**src/rtl/conv_output_writer.sv**
```systemverilog
`default_nettype none
// +----------------------------------------------------------------------------+
// | conv_output_writer: adds a layer bias to PE-array result rows and writes   |
// | them word by word into the output feature-map RAM in raster order.        |
// | Optional: define RELU_EN to clamp negative results to zero.               |
// | Revision: 1.0                                                              |
// +----------------------------------------------------------------------------+
module conv_output_writer #(
  parameter int WIDTH       = 32,
  parameter int KERNEL_SIZE = 3,
  parameter int IMAGE_SIZE  = 8,
  parameter int ARRAY_SIZE  = 6,
  parameter int ADDR_WIDTH  = 6
) (
  input  logic                        clk,
  input  logic                        rst_n,
  input  logic                        enable_i,
  input  logic                        start_i,
  input  logic [WIDTH-1:0]            bias_i,
  input  logic                        row_valid_i,
  output logic                        row_ready_o,
  input  logic [WIDTH*ARRAY_SIZE-1:0] row_data_i,
  output logic                        ram_we_o,
  output logic [ADDR_WIDTH-1:0]       ram_addr_o,
  output logic [WIDTH-1:0]            ram_wdata_o,
  output logic                        busy_o,
  output logic                        done_o
);

  localparam int CNT_W = (ARRAY_SIZE > 1) ? $clog2(ARRAY_SIZE) : 1;

  localparam logic [1:0] S_IDLE  = 2'd0;
  localparam logic [1:0] S_LOAD  = 2'd1;
  localparam logic [1:0] S_WRITE = 2'd2;
  localparam logic [1:0] S_DONE  = 2'd3;

  generate
    if ((ARRAY_SIZE != IMAGE_SIZE - KERNEL_SIZE + 1) ||
        ((ARRAY_SIZE * ARRAY_SIZE) > (1 << ADDR_WIDTH))) begin : g_cfg_check
      $error("conv_output_writer: inconsistent ARRAY_SIZE / ADDR_WIDTH");
    end
  endgenerate

  logic [1:0]                  state_q, state_d;
  logic [CNT_W-1:0]            row_cnt_q, row_cnt_d;
  logic [CNT_W-1:0]            col_cnt_q, col_cnt_d;
  logic [WIDTH*ARRAY_SIZE-1:0] row_q, row_d;
  logic [WIDTH-1:0]            bias_q, bias_d;

  logic                  w_last_col;
  logic                  w_last_row;
  logic                  w_in_write;
  logic [WIDTH-1:0]      w_word;
  logic [WIDTH-1:0]      w_sum;
  logic [WIDTH-1:0]      w_result;
  logic [ADDR_WIDTH-1:0] w_addr;

  assign w_last_col = (col_cnt_q == CNT_W'(ARRAY_SIZE - 1));
  assign w_last_row = (row_cnt_q == CNT_W'(ARRAY_SIZE - 1));

  always_comb begin
    state_d   = state_q;
    row_cnt_d = row_cnt_q;
    col_cnt_d = col_cnt_q;
    row_d     = row_q;
    bias_d    = bias_q;
    case (state_q)
      S_IDLE: begin
        if (start_i) begin
          state_d   = S_LOAD;
          bias_d    = bias_i;
          row_cnt_d = '0;
          col_cnt_d = '0;
        end
      end
      S_LOAD: begin
        if (row_valid_i) begin
          row_d     = row_data_i;
          col_cnt_d = '0;
          state_d   = S_WRITE;
        end
      end
      S_WRITE: begin
        if (w_last_col) begin
          col_cnt_d = '0;
          if (w_last_row) begin
            state_d = S_DONE;
          end else begin
            row_cnt_d = row_cnt_q + 1'b1;
            state_d   = S_LOAD;
          end
        end else begin
          col_cnt_d = col_cnt_q + 1'b1;
        end
      end
      S_DONE: begin
        // Clearing here lets a back-to-back run restart at address 0.
        row_cnt_d = '0;
        col_cnt_d = '0;
        state_d   = S_IDLE;
      end
      default: state_d = S_IDLE;
    endcase
  end

  always_ff @(posedge clk or negedge rst_n) begin
    if (!rst_n) begin
      state_q   <= S_IDLE;
      row_cnt_q <= '0;
      col_cnt_q <= '0;
      row_q     <= '0;
      bias_q    <= '0;
    end else if (enable_i) begin
      state_q   <= state_d;
      row_cnt_q <= row_cnt_d;
      col_cnt_q <= col_cnt_d;
      row_q     <= row_d;
      bias_q    <= bias_d;
    end
  end

  assign w_in_write = (state_q == S_WRITE);
  assign w_word     = row_q[col_cnt_q*WIDTH +: WIDTH];
  assign w_sum      = w_word + bias_q;
  assign w_addr     = (ADDR_WIDTH'(row_cnt_q) * ADDR_WIDTH'(ARRAY_SIZE)) + ADDR_WIDTH'(col_cnt_q);

`ifdef RELU_EN
  assign w_result = w_sum[WIDTH-1] ? '0 : w_sum;
`else
  assign w_result = w_sum;
`endif

  // Address/data are zeroed outside WRITE so idle outputs read as all zero.
  assign ram_we_o    = w_in_write & enable_i;
  assign ram_addr_o  = w_in_write ? w_addr : '0;
  assign ram_wdata_o = w_in_write ? w_result : '0;
  assign row_ready_o = (state_q == S_LOAD);
  assign busy_o      = (state_q == S_LOAD) || (state_q == S_WRITE);
  assign done_o      = (state_q == S_DONE);

endmodule
`default_nettype wire
```
**config.mk**
```make
export PLATFORM = sky130hd
export DESIGN_NAME = conv_output_writer
export DESIGN_NICKNAME = d
export VERILOG_FILES = /design/src/rtl/conv_output_writer.sv
export SDC_FILE = /design/constraint.sdc
export NUM_CORES = 1
export LEC_CHECK = 0
export ABC_AREA = 1
export CAP_MARGIN = 10
export CORE_MARGIN = 2
export CORE_UTILIZATION = 55
export DETAILED_ROUTE_END_ITERATION = 16
export GPL_ROUTABILITY_DRIVEN = 0
export MAX_ROUTING_LAYER = met4
export PLACE_DENSITY_LB_ADDON = 0.1
export RECOVER_POWER = 50
export SYNTH_ARGS = -nofsm -noshare
export SYNTH_HDL_FRONTEND = slang
export SYNTH_SLANG_ARGS = --single-unit
```
**constraint.sdc**
```tcl
create_clock -name clk -period 8.1 [get_ports clk]
set_input_delay 2.43 -clock clk [delete_from_list [all_inputs] [get_ports clk]]
set_output_delay 2.43 -clock clk [all_outputs]
set_load 0.01 [all_outputs]
```
======== Word level (Yosys, flattened, before mapping) ========
Index checks and enable logic that the tools add are counted.
word-level totals
  flip-flop bits (word level) ............. 232
  bits in latches ......................... 0
  memory bits (writable) .................. 0
  ROM bits ................................ 0
  output and inout bits ................... 42
  word-level logic and storage cells ...... 43
  memories kept ........................... 0
cells by class
  add/sub/neg operators ................... 4
  multipliers ............................. 1
  div/mod/pow operators ................... 0
  order comparisons ....................... 0
  equal/unequal tests ..................... 9
  shift-type cells ........................ 1
  multiplexer cells ....................... 14
  bitwise logic cells ..................... 1
  reduce and logical (&&, ||, !) cells .... 8
operator list
  cell                 number
  $shiftx 192x9->32    1
  $add 32x32->32       1
  $mux 32              1
  $mux 3               5
  $pmux 3 s4           1
  $pmux 3 s3           1
  $reduce_and 3->1     3
  $mux 2               4
  $ne 2x2->1 const B   4
  $pmux 2 s4           1
  $add 3x1->3 const B  2
  $add 6x3->6          1
  $eq 3x3->1 const B   2
  $mux 6               1
  $mul 3x2->5 const B  1
  $reduce_and 5->1     1
  $eq 2x2->1 const B   2
  $reduce_and 4->1     1
  $reduce_bool 3->1    1
  $eq 2x1->1 const B   1
  $logic_not 2->1      1
  $and 1x1->1          1
  $logic_or 1x1->1     1

======== Longest topological paths before layout ========
Gate-level depths: netlist of run 1.
  depth in word-level cells ............... 4
  gate-level depth with buffers ........... 20
  gate-level depth less buffers ........... 18

======== Least setup slack after synthesis of run 1 ========
OpenSTA, ideal clock, no wires.
  kind .................................... register to output
  start point ............................. reg col_cnt_q[0]
  end point ............................... out ram_wdata_o[28]
  arrival time ............................ 2.575 ns
  data required time ...................... 5.670 ns
  path slack .............................. 3.095 ns
  stages on the path, launching flop included .. 20
  buffers on the path ..................... 3
  cell sequence ........................... dfrtp_1 > buf_4 > buf_6 > buf_6 > o21ai_0 > o22ai_1 > nand2_1 > o21ai_0 > ha_1 > inv_1 > fa_1 > inv_1 > nand3_1 > nand3_1 > nand3_1 > nand3_1 > nand2_1 > nand3_1 > nand2_1 > nor2_1
on the way
  longest elaborated chain between the ends .. 3
ends and longest elaborated chain
  what                    RTL line  source
  start, declared         46        logic [CNT_W-1:0] col_cnt_q, col_cnt_d;
  start signal, assigned  116       col_cnt_q <= col_cnt_d;
  $shiftx 192x9->32       123       assign w_word = row_q[col_cnt_q*WIDTH +: WIDTH];
  $add 32x32->32          124       assign w_sum = w_word + bias_q;
  $mux 32                 136       assign ram_wdata_o = w_in_write ? w_result : '0;
  end, declared           25        output logic [WIDTH-1:0] ram_wdata_o,
Every way passes these cells.

======== Worst setup path in the final report of run 1 ========
  start point ............................. reg col_cnt_q[1]
  end point ............................... out ram_wdata_o[31]
The elaborated chain is that of the path after synthesis.

==> summary.txt, run 1 <==
Clocking
  – Clock buffer count from CTS: 27
  – Clk buf depth: 3
  – Clk slew on worst S/H paths: approximately 0.060 ns
  – Clk root buf: clkbuf_16
  – CTS tree: built
  – Cts-stage hold buffer count: 0
  – Resize count post-CTS: 0
  – Setup Buffers After CTS: 0
  – CTS H-tree lvls: 1
  – Skew-Pair Late Insertion Delay: roughly 0.55 ns
  – Clock sink count: about 230

Logic synthesis
  – Cell with the most instances after synthesis: nand2_1
  – Seq/Total Area, Yosys: 0.445
  – Ranking of synthesized cells by area: dfrtp_1, mux2_1, nand2_1, mux2_2, inv_1
  – Post-synth top flop: dfrtp_1
  – Distinct cells, synth: 36
  – EDFF count, synth: 0
  – Mapped cell area: 0.0131 mm^2
  – Synth Area per Inst: around 9.3 um^2
  – Syn Nets: between 1500 and 2000
  – Yosys warning count: 0
  – Async set-reset flop share out of synthesis: 1.00
  – Synth top cells by count: nand2_1, dfrtp_1, inv_1, mux2_1, nor2_1
  – Cell type with the largest total area after synthesis: dfrtp_1
  – #FFs+latches synth: around 230
  – Synth top area share: 0.445
  – Post-synthesis cell count: around 1400

Drt
  – Vias per cell: ~5.4
  – Routed WL: 35300 um
  – Routed length per placed instance: between 15 and 20 um
  – Residual DRC: 0
  – Initial DRT Pass Iterations: 6
  – Vias: around 11000
  – First DRT Iteration DRCs: roughly 680
  – Final ANT Viol Nets: 0

Placement
  – Place WS: between 1.5 and 2 ns
  – Hpwl dp: between 20000 and 30000 um
  – Port Buffers: 270
  – Dpl cell area: 0.0159 mm^2
  – Dpl cells: a little under 2000

Worst setup path
  – WS Path Type: register to output port
  – CP Max Fanout: 35
  – Crit. End Element: output port
  – WP data arrival: ~4.6 ns
  – Worst path required time: between 5 and 6 ns
  – Startpoint types: register

Global route
  – Total GRT Usage: 0.293
  – Initial antenna violation count: 2
  – GRT overflow: 0
  – Largest net degree at the start of global routing: approximately 200
  – Vias in the first global route: around 11000
  – First-pass GRT wire length: 55200 um

Floorplan
  – Core Rows: 56
  – Initial Util: 0.558
  – Core ar.: roughly 0.023 mm^2
  – Die height: roughly 160 um
  – I/O pin count: roughly 270
  – Die width: 158 um
  – Die area: ~0.025 mm^2

Timing
  – Fin. max-slew vios: around 330
  – Final setup fails: 0
  – RSZ-0062 raised after global routing: no
  – Hold slack: 0.484 ns
  – Final worst slack: between 1 and 1.5 ns
  – Final hold viol count: 0
  – Measured slew at the worst slew-check pin: ~4.9 ns
  – Clk_skew: ~0.0059 ns
  – Slew HR: -2.29
  – FMAX: ~140 MHz
  – Tcrit/Tclk final: 0.862
  – Setup TNS: 0 ns
  – Min cycle time layout: about 7 ns

Status
  – Failing checks: max-capacitance violations, max-slew violations
  – Outcome: finished with violations

Worst hold path
  – Hold Crit Class: register to register

Final layout
  – Final #Nets: ~1900
  – Post-layout util: 0.715
  – Final Instance Area: around 0.017 mm^2
  – Fillers: around 1800
  – Share of layout cells above drive strength 1: 0.0819
  – Final std cells w/o fill: ~2000
  – Area Growth Syn to Fin: 28.3%

Pwr
  – LEAKAGE: a little under 8 nW
  – Pwr/cell area: ~480 mW/mm^2
  – Power, Total: between 7 and 8 mW
  – Worst VDD drop: ~0.22 mV

Job
  – # Max-Cap Violations: 3
-- flip-flops by register name, summed over array words and instances (netlist names) --
signal	cells
state_q	2
col_cnt_q	3
row_cnt_q	3
bias_q	32
row_q	192
-- report_power, final --
| part | internal, mW | switching (mW) | total, mW |
|---|---|---|---|
| Clock | 0.737 | 0.486 | 1.22 |
| Combinational | 1.90 | 2.75 | 4.64 |
| Sequential | 1.74 | 0.360 | 2.10 |
-- metal layers --
layer / GRT usage / vias to the layer above / part of all wire
li1: - / 5161 / -
met1: 0.414 / 5240 / 0.45
met2: 0.451 / 383 / 0.47
met3: 0.0452 / 51 / 0.067
met4: 0.0661 / 0 / 0.021
met5: - / - / 0
-- kinds of logic (layout without fill, tap and decap cells) --
group           count (synthesis)  in the layout  synth area share
simple gates                  468            468             0.142
mux                           249            249             0.212
flops                         232            232             0.445
buf+inv                       205            475            0.0730
compound gates                200            200            0.0816
fa+ha+maj                      44             44            0.0439
xor+xnor                        4              4           0.00268
other cells                     0              7                 0
-- area by class of cell --
type | count | area [um^2] | share of cell area
Antenna cell | 7 | 17.5 | 0.00105
Tap cell | 319 | 399 | 0.0238
Timing Repair Buffer | 279 | 2770 | 0.165
Clock buffer | 41 | 788 | 0.0471
Inverter | 147 | 552 | 0.0330
Multi-Input combinational cell | 965 | 6300 | 0.376
Sequential cell | 232 | 5810 | 0.347
Clock inverter | 8 | 113 | 0.00673
-- critical path: stages, from the launching register on --
cell and delay, ns:
dfrtp_1 0.48, inv_2 0.48, buf_4 0.38, o21ai_0 0.16, o22ai_1 0.32, nand2_1 0.09, o21ai_1 0.18, ha_1 0.35
nand2_1 0.15, inv_1 0.05, nand2_1 0.06, nand2_1 0.07, inv_1 0.06, nand2_1 0.06, a21oi_1 0.22, a21oi_1 0.12
nor2_1 0.19, clkdlybuf4s50_1 0.58
-- layout by cell type, fill, tap and decap left out, types with 2 or more instances in the layout --
cell type        instances
xnor2_1                  4
bufinv_16                2
diode_2                  7
clkinv_2                 3
o22ai_1                 33
nor3_1                   8
nand2_2                  4
dfrtp_1                231
o21ai_1                 14
mux2_1                 144
fa_1                     3
nand3b_1                 2
ha_1                    40
nand3_1                 29
o21bai_1                 2
nand4_1                  4
a21oi_1                 48
nor2_1                 142
clkbuf_8                 6
clkdlybuf4s50_1        268
nand2_1                273
clkbuf_1                10
inv_1                  144
mux2i_1                 30
o21ai_0                 98
buf_4                    6
inv_2                    3
mux2_2                  75
clkbuf_16               27
nor2_2                   2
-- path summary, 6_finish.rpt --
| kind | from | endpoint | slack [ns] | cells after the start |
|---|---|---|---|---|
| max in group asynchronous | rst_n | row_q[15] | 1.68 | 2 |
| min in group asynchronous | rst_n | row_q[101] | 1.94 | 1 |
| worst max register to register | state_q[1] | row_q[154] | 3.03 | 5 |
| worst min-delay path | row_q[2] | row_q[2] | 0.48 | 1 |
| worst min register to register | row_q[2] | row_q[2] | 0.48 | 1 |
| worst max-delay path | col_cnt_q[1] | ram_wdata_o[31] | 1.11 | 17 |
No activity file was read; power rests on OpenSTA's default activity.
==> run 2: changes to the inputs <==
==> constraint.sdc (replaced) <==
create_clock -name clk -period 8.1 [get_ports clk]
set_input_delay 1.215 -clock clk [delete_from_list [all_inputs] [get_ports clk]]
set_output_delay 1.215 -clock clk [all_outputs]
set_load 0.01 [all_outputs]
==> summary.txt, run 2 (synthesized netlist as in run 1, its figures left out) <==
Status
  – Outcome: finished with violations
  – Failing checks: max-capacitance violations, max-slew violations

Worst setup path
  – Reg2reg setup slack: ~5.2 ns
  – Reg2reg start: state_q[1]
  – Crit. End Element: output port
  – WS Path Type: register to output port
  – Crit-path max cell delay: 0.74 ns
  – Worst path required time: 6.88 ns
  – CP Max Fanout: 64
  – Max stage delay cell, worst path: inv_2
  – WP data arrival: 4.86 ns
  – CP cell instances: inv_2, o21ai_0, o22ai_1, nand2_1, o21ai_0, ha_1, inv_1, fa_1, inv_1, nand3_1, nand3_1, nand3_1, nand3_1, nand2_1, nand3_1, nand2_1, nor2_1, clkdlybuf4s50_1
  – Startpoint types: register
  – Most used cell, CP: nand3_1
  – CP Launch Point: col_cnt_q[1]

Final layout
  – Area Growth Syn to Fin: 27.6%
  – Final Instance Area: about 0.017 mm^2
  – Share of layout cells above drive strength 1: 0.0780
  – Most frequent cells in the layout: nand2_1, clkdlybuf4s50_1, dfrtp_1
  – Largest registers: row_q (192), bias_q (32)
  – Post-layout util: 0.711
  – Final #Nets: approximately 1900
  – Most common cell after layout, fill and taps aside: nand2_1
  – Largest register by flop count: row_q
  – Max reg flops: about 190

Global route
  – First-pass GRT wire length: roughly 55000 um
  – Largest net degree at the start of global routing: between 80 and 90
  – Total GRT Usage: 0.292
  – GRT overflow: 0
  – Initial antenna violation count: 3
  – Vias in the first global route: between 10000 and 15000

Timing
  – Fin. max-slew vios: about 270
  – Min cycle time layout: slightly above 6 ns
  – Final worst slack: around 2.0 ns
  – Tcrit/Tclk final: 0.750
  – Measured slew at the worst slew-check pin: just under 4 ns
  – Final hold viol count: 0
  – Final setup fails: 0
  – RSZ-0062 raised after global routing: no
  – Clk_skew: 0.00793 ns
  – Setup TNS: 0 ns
  – Slew HR: -1.62
  – FMAX: around 160 MHz

Floorplan
  – Die width: ~160 um
  – I/O pin count: about 270
  – Die height: 158 um
  – Die area: ~0.025 mm^2
  – Initial Util: 0.558
  – Core ar.: between 0.02 and 0.025 mm^2
  – Core Rows: 56

Placement
  – Port Buffers: 270
  – Hpwl dp: ~26000 um
  – Place WS: 2.62 ns
  – Dpl cell area: between 0.015 and 0.02 mm^2

Pwr
  – Pwr/cell area: 473 mW/mm^2
  – LEAKAGE: just under 8 nW
  – Worst VDD drop: between 0.2 and 0.25 mV
  – Power, Total: roughly 7.9 mW

Worst hold path
  – Hold path start: row_q[22]
  – Hold Crit Class: register to register

Drt
  – Vias per cell: 5.46
  – Final ANT Viol Nets: 0
  – Initial DRT Pass Iterations: 5
  – Residual DRC: 0
  – Routed WL: about 35000 um
  – First DRT Iteration DRCs: just under 900
  – Vias: ~11000
  – Routed length per placed instance: approximately 18 um

Clocking
  – CTS H-tree lvls: 1
  – Clock buffer count from CTS: 26
  – Resize count post-CTS: 0
  – Cts-stage hold buffer count: 0
  – Clock sink count: between 200 and 250
  – Clk buf depth: 3
  – Clk slew on worst S/H paths: 0.06 ns
  – Setup Buffers After CTS: 0
  – CTS tree: built
  – Clk root buf: clkbuf_16
  – Skew-Pair Late Insertion Delay: 0.54 ns

Job
  – # Max-Cap Violations: 4
-- run 2: changes by cell type in the layout (fill, tap and decap cells not counted), sizes merged --
| cell | previous run | this run |
|---|---|---|
| diode | 7 | 3 |
| bufinv | 2 | 1 |
| clkinv | 4 | 3 |
| clkbuf | 44 | 45 |
| inv | 149 | 147 |
| buf | 7 | 5 |
-- run 2: path summary, 6_finish.rpt --
kind	to	depth (start not counted)
max	ram_wdata_o[28]	18
min	row_q[22]	1
max reg2reg	row_q[36]	5
min reg2reg	row_q[22]	1
max in group asynchronous	col_cnt_q[0]	2
min in group asynchronous	row_q[68]	1
-- run 2: routing by layer --
metal / vias up / track usage / wire, um
met5: - / - / 0
met4: 0 / 0.0644 / 779
met3: 60 / 0.0386 / 2480
met2: 413 / 0.462 / 16300
met1: 5251 / 0.405 / 15400
li1: 5135 / - / -
-- run 2: critical path: cells and delay by family (launching register included) --
family                     cells  cell delay [ns]
DFF                            1             0.46
AOI/OAI and AO/OA              3             0.60
buffers and inverters          4             1.50
adders and majority gates      2             0.72
and+or+nand+nor                9             1.04
-- run 2: per-stage QoR --
stage	cells	hold WS, ns
after floorplan	1402	0.459
after global placement	1940	0.468
after detailed placement	1940	0.476
after CTS	1986	0.491
after global routing	1989	0.501
final	1989	0.485
-- run 2: area by class of cell --
cell class / count / area, um^2
Antenna cell: 3 / 7.51
Clock inverter: 4 / 73.8
Timing Repair Buffer: 277 / 2740
Tap cell: 319 / 399
Multi-Input combinational cell: 965 / 6290
Sequential cell: 232 / 5810
Clock buffer: 42 / 771
Fill cell: 1823 / 6750
Inverter: 147 / 552
-- run 2: power breakdown --
part	switching (mW)	internal (mW)	total (mW)
logic	2.77	1.87	4.64
registers	0.342	1.74	2.09
clock network	0.477	0.682	1.16
==> run 3: changes to the inputs <==
--- a/config.mk
+++ b/config.mk
@@ -8,7 +8,7 @@
 export ABC_AREA = 1
 export CAP_MARGIN = 10
 export CORE_MARGIN = 2
-export CORE_UTILIZATION = 55
+export CORE_UTILIZATION = 47
 export DETAILED_ROUTE_END_ITERATION = 16
 export GPL_ROUTABILITY_DRIVEN = 0
 export MAX_ROUTING_LAYER = met4
==> constraint.sdc (replaced) <==
create_clock -name clk -period 5.4 [get_ports clk]
set_input_delay 0.81 -clock clk [delete_from_list [all_inputs] [get_ports clk]]
set_output_delay 0.81 -clock clk [all_outputs]
set_load 0.01 [all_outputs]
==> summary.txt, run 3 (synthesized netlist as in run 1, its figures left out) <==
Final layout
  – Largest registers: row_q (192), bias_q (32)
  – Largest register by flop count: row_q
  – Final std cells w/o fill: ~2100
  – Max reg flops: ~190
  – Share of layout cells above drive strength 1: 0.0855
  – Post-layout util: 0.623
  – Most frequent cells in the layout: nand2_1, clkdlybuf4s50_1, dfrtp_1
  – Most common cell after layout, fill and taps aside: nand2_1
  – Final #Nets: slightly below 2000
  – Area Growth Syn to Fin: 29.4%
  – Final Instance Area: 0.0169 mm^2

Timing
  – Tcrit/Tclk final: 0.942
  – Slew HR: -1.05
  – Measured slew at the worst slew-check pin: around 3 ns
  – Final worst slack: ~0.31 ns
  – FMAX: 197 MHz
  – Fin. max-slew vios: 235
  – Setup TNS: 0 ns
  – Final setup fails: 0
  – Min cycle time layout: 5.09 ns
  – Final hold viol count: 0
  – Hold slack: a little under 0.5 ns
  – Clk_skew: between 0.02 and 0.03 ns
  – RSZ-0062 raised after global routing: no

Worst setup path
  – Startpoint types: register
  – Crit. End Element: output port
  – Worst path required time: around 4.6 ns
  – WP data arrival: between 4 and 5 ns
  – WS Path Type: register to output port
  – CP Max Fanout: 23

Pwr
  – LEAKAGE: 7.86 nW
  – Switching portion of total power: 0.450
  – Power, Total: 12.0 mW
  – Switching power: around 5.4 mW
  – Reg power frac: 0.260
  – Pwr/cell area: just over 700 mW/mm^2
  – Worst VDD drop: around 0.27 mV
  – Pint: between 6 and 7 mW
  – Clk pwr share: 0.157
  – Combinational power share: 0.583

Drt
  – Routed length per placed instance: 17.4 um
  – Final ANT Viol Nets: 0
  – Residual DRC: 0
  – Vias: ~11000
  – Routed WL: around 36000 um
  – Vias per cell: just over 5
  – First DRT Iteration DRCs: 770
  – Initial DRT Pass Iterations: 5

Placement
  – Port Buffers: 270
  – Hpwl dp: about 27000 um
  – Dpl cell area: roughly 0.016 mm^2
  – Place WS: 0.760 ns
  – Dpl cells: between 1500 and 2000

Clocking
  – Clk slew on worst S/H paths: 0.06 ns
  – Clk root buf: clkbuf_16
  – Skew-Pair Late Insertion Delay: between 0.5 and 0.6 ns
  – Resize count post-CTS: 0
  – CTS tree: built
  – Cts-stage hold buffer count: 0
  – Clock sink count: 232
  – Setup Buffers After CTS: 0
  – CTS H-tree lvls: 1
  – Clk buf depth: 3
  – Clock buffer count from CTS: 26

Floorplan
  – Die width: around 170 um
  – Die area: 0.0291 mm^2
  – Initial Util: 0.482
  – I/O pin count: 271
  – Die height: around 170 um
  – Core Rows: 60
  – Core ar.: 0.0271 mm^2

Job
  – # Max-Cap Violations: 2

Global route
  – Vias in the first global route: 10448
  – Total GRT Usage: 0.254
  – First-pass GRT wire length: around 56000 um
  – Largest net degree at the start of global routing: between 100 and 150
  – GRT overflow: 0
  – Initial antenna violation count: 6

Status
  – Outcome: finished with violations
  – Failing checks: max-capacitance violations, max-slew violations

Worst hold path
  – Hold Crit Class: register to register
[run 3: worst paths after layout]
kind                              start              end  slack (ns)  cells after the start
hold reg to reg               row_q[19]        row_q[19]        0.48                      1
setup / recovery           col_cnt_q[1]  ram_wdata_o[23]        0.31                     17
max in group asynchronous         rst_n       row_q[177]        1.14                      2
min in group asynchronous         rst_n       row_q[102]        1.22                      1
setup reg to reg             state_q[1]       row_q[186]        2.41                      5
hold / removal                row_q[19]        row_q[19]        0.48                      1
[run 3: routing by layer]
layer,global-route usage,routed length [um]
met4,0.0539,684
met3,0.0509,2570
met1,0.345,16000
met2,0.396,16400
met5,-,0
[run 3: power by group through the flow]
stage	logic [mW]	registers (mW)	clock network (mW)
finish	6.98	3.11	1.88
detailed placement	6.92	3.13	0
global placement	6.81	3.09	0
CTS	6.95	3.10	1.92
floorplan	4.86	2.94	0
global route	7.85	3.21	1.98
[run 3: worst max-delay path: stages, from the launching register on]
cell and delay, ns:
dfrtp_1 0.48, nor2_2 0.39, buf_4 0.35, o21ai_0 0.12, o21ai_0 0.46, ha_1 0.39, nand2_1 0.17, inv_1 0.06
nand2_1 0.06, nand2_1 0.06, a21oi_1 0.14, nand2_2 0.09, nand2_1 0.08, nand2_1 0.05, nand2_1 0.05, inv_1 0.04
nor2_1 0.17, clkdlybuf4s50_1 0.57
[run 3: layout make-up]
class	count	area [um^2]
Fill cell	2355	10200
Multi-Input combinational cell	965	6290
Sequential cell	232	5810
Timing Repair Buffer	282	2830
Clock buffer	38	776
Inverter	147	557
Tap cell	372	465
Clock inverter	9	149
Antenna cell	6	15.0
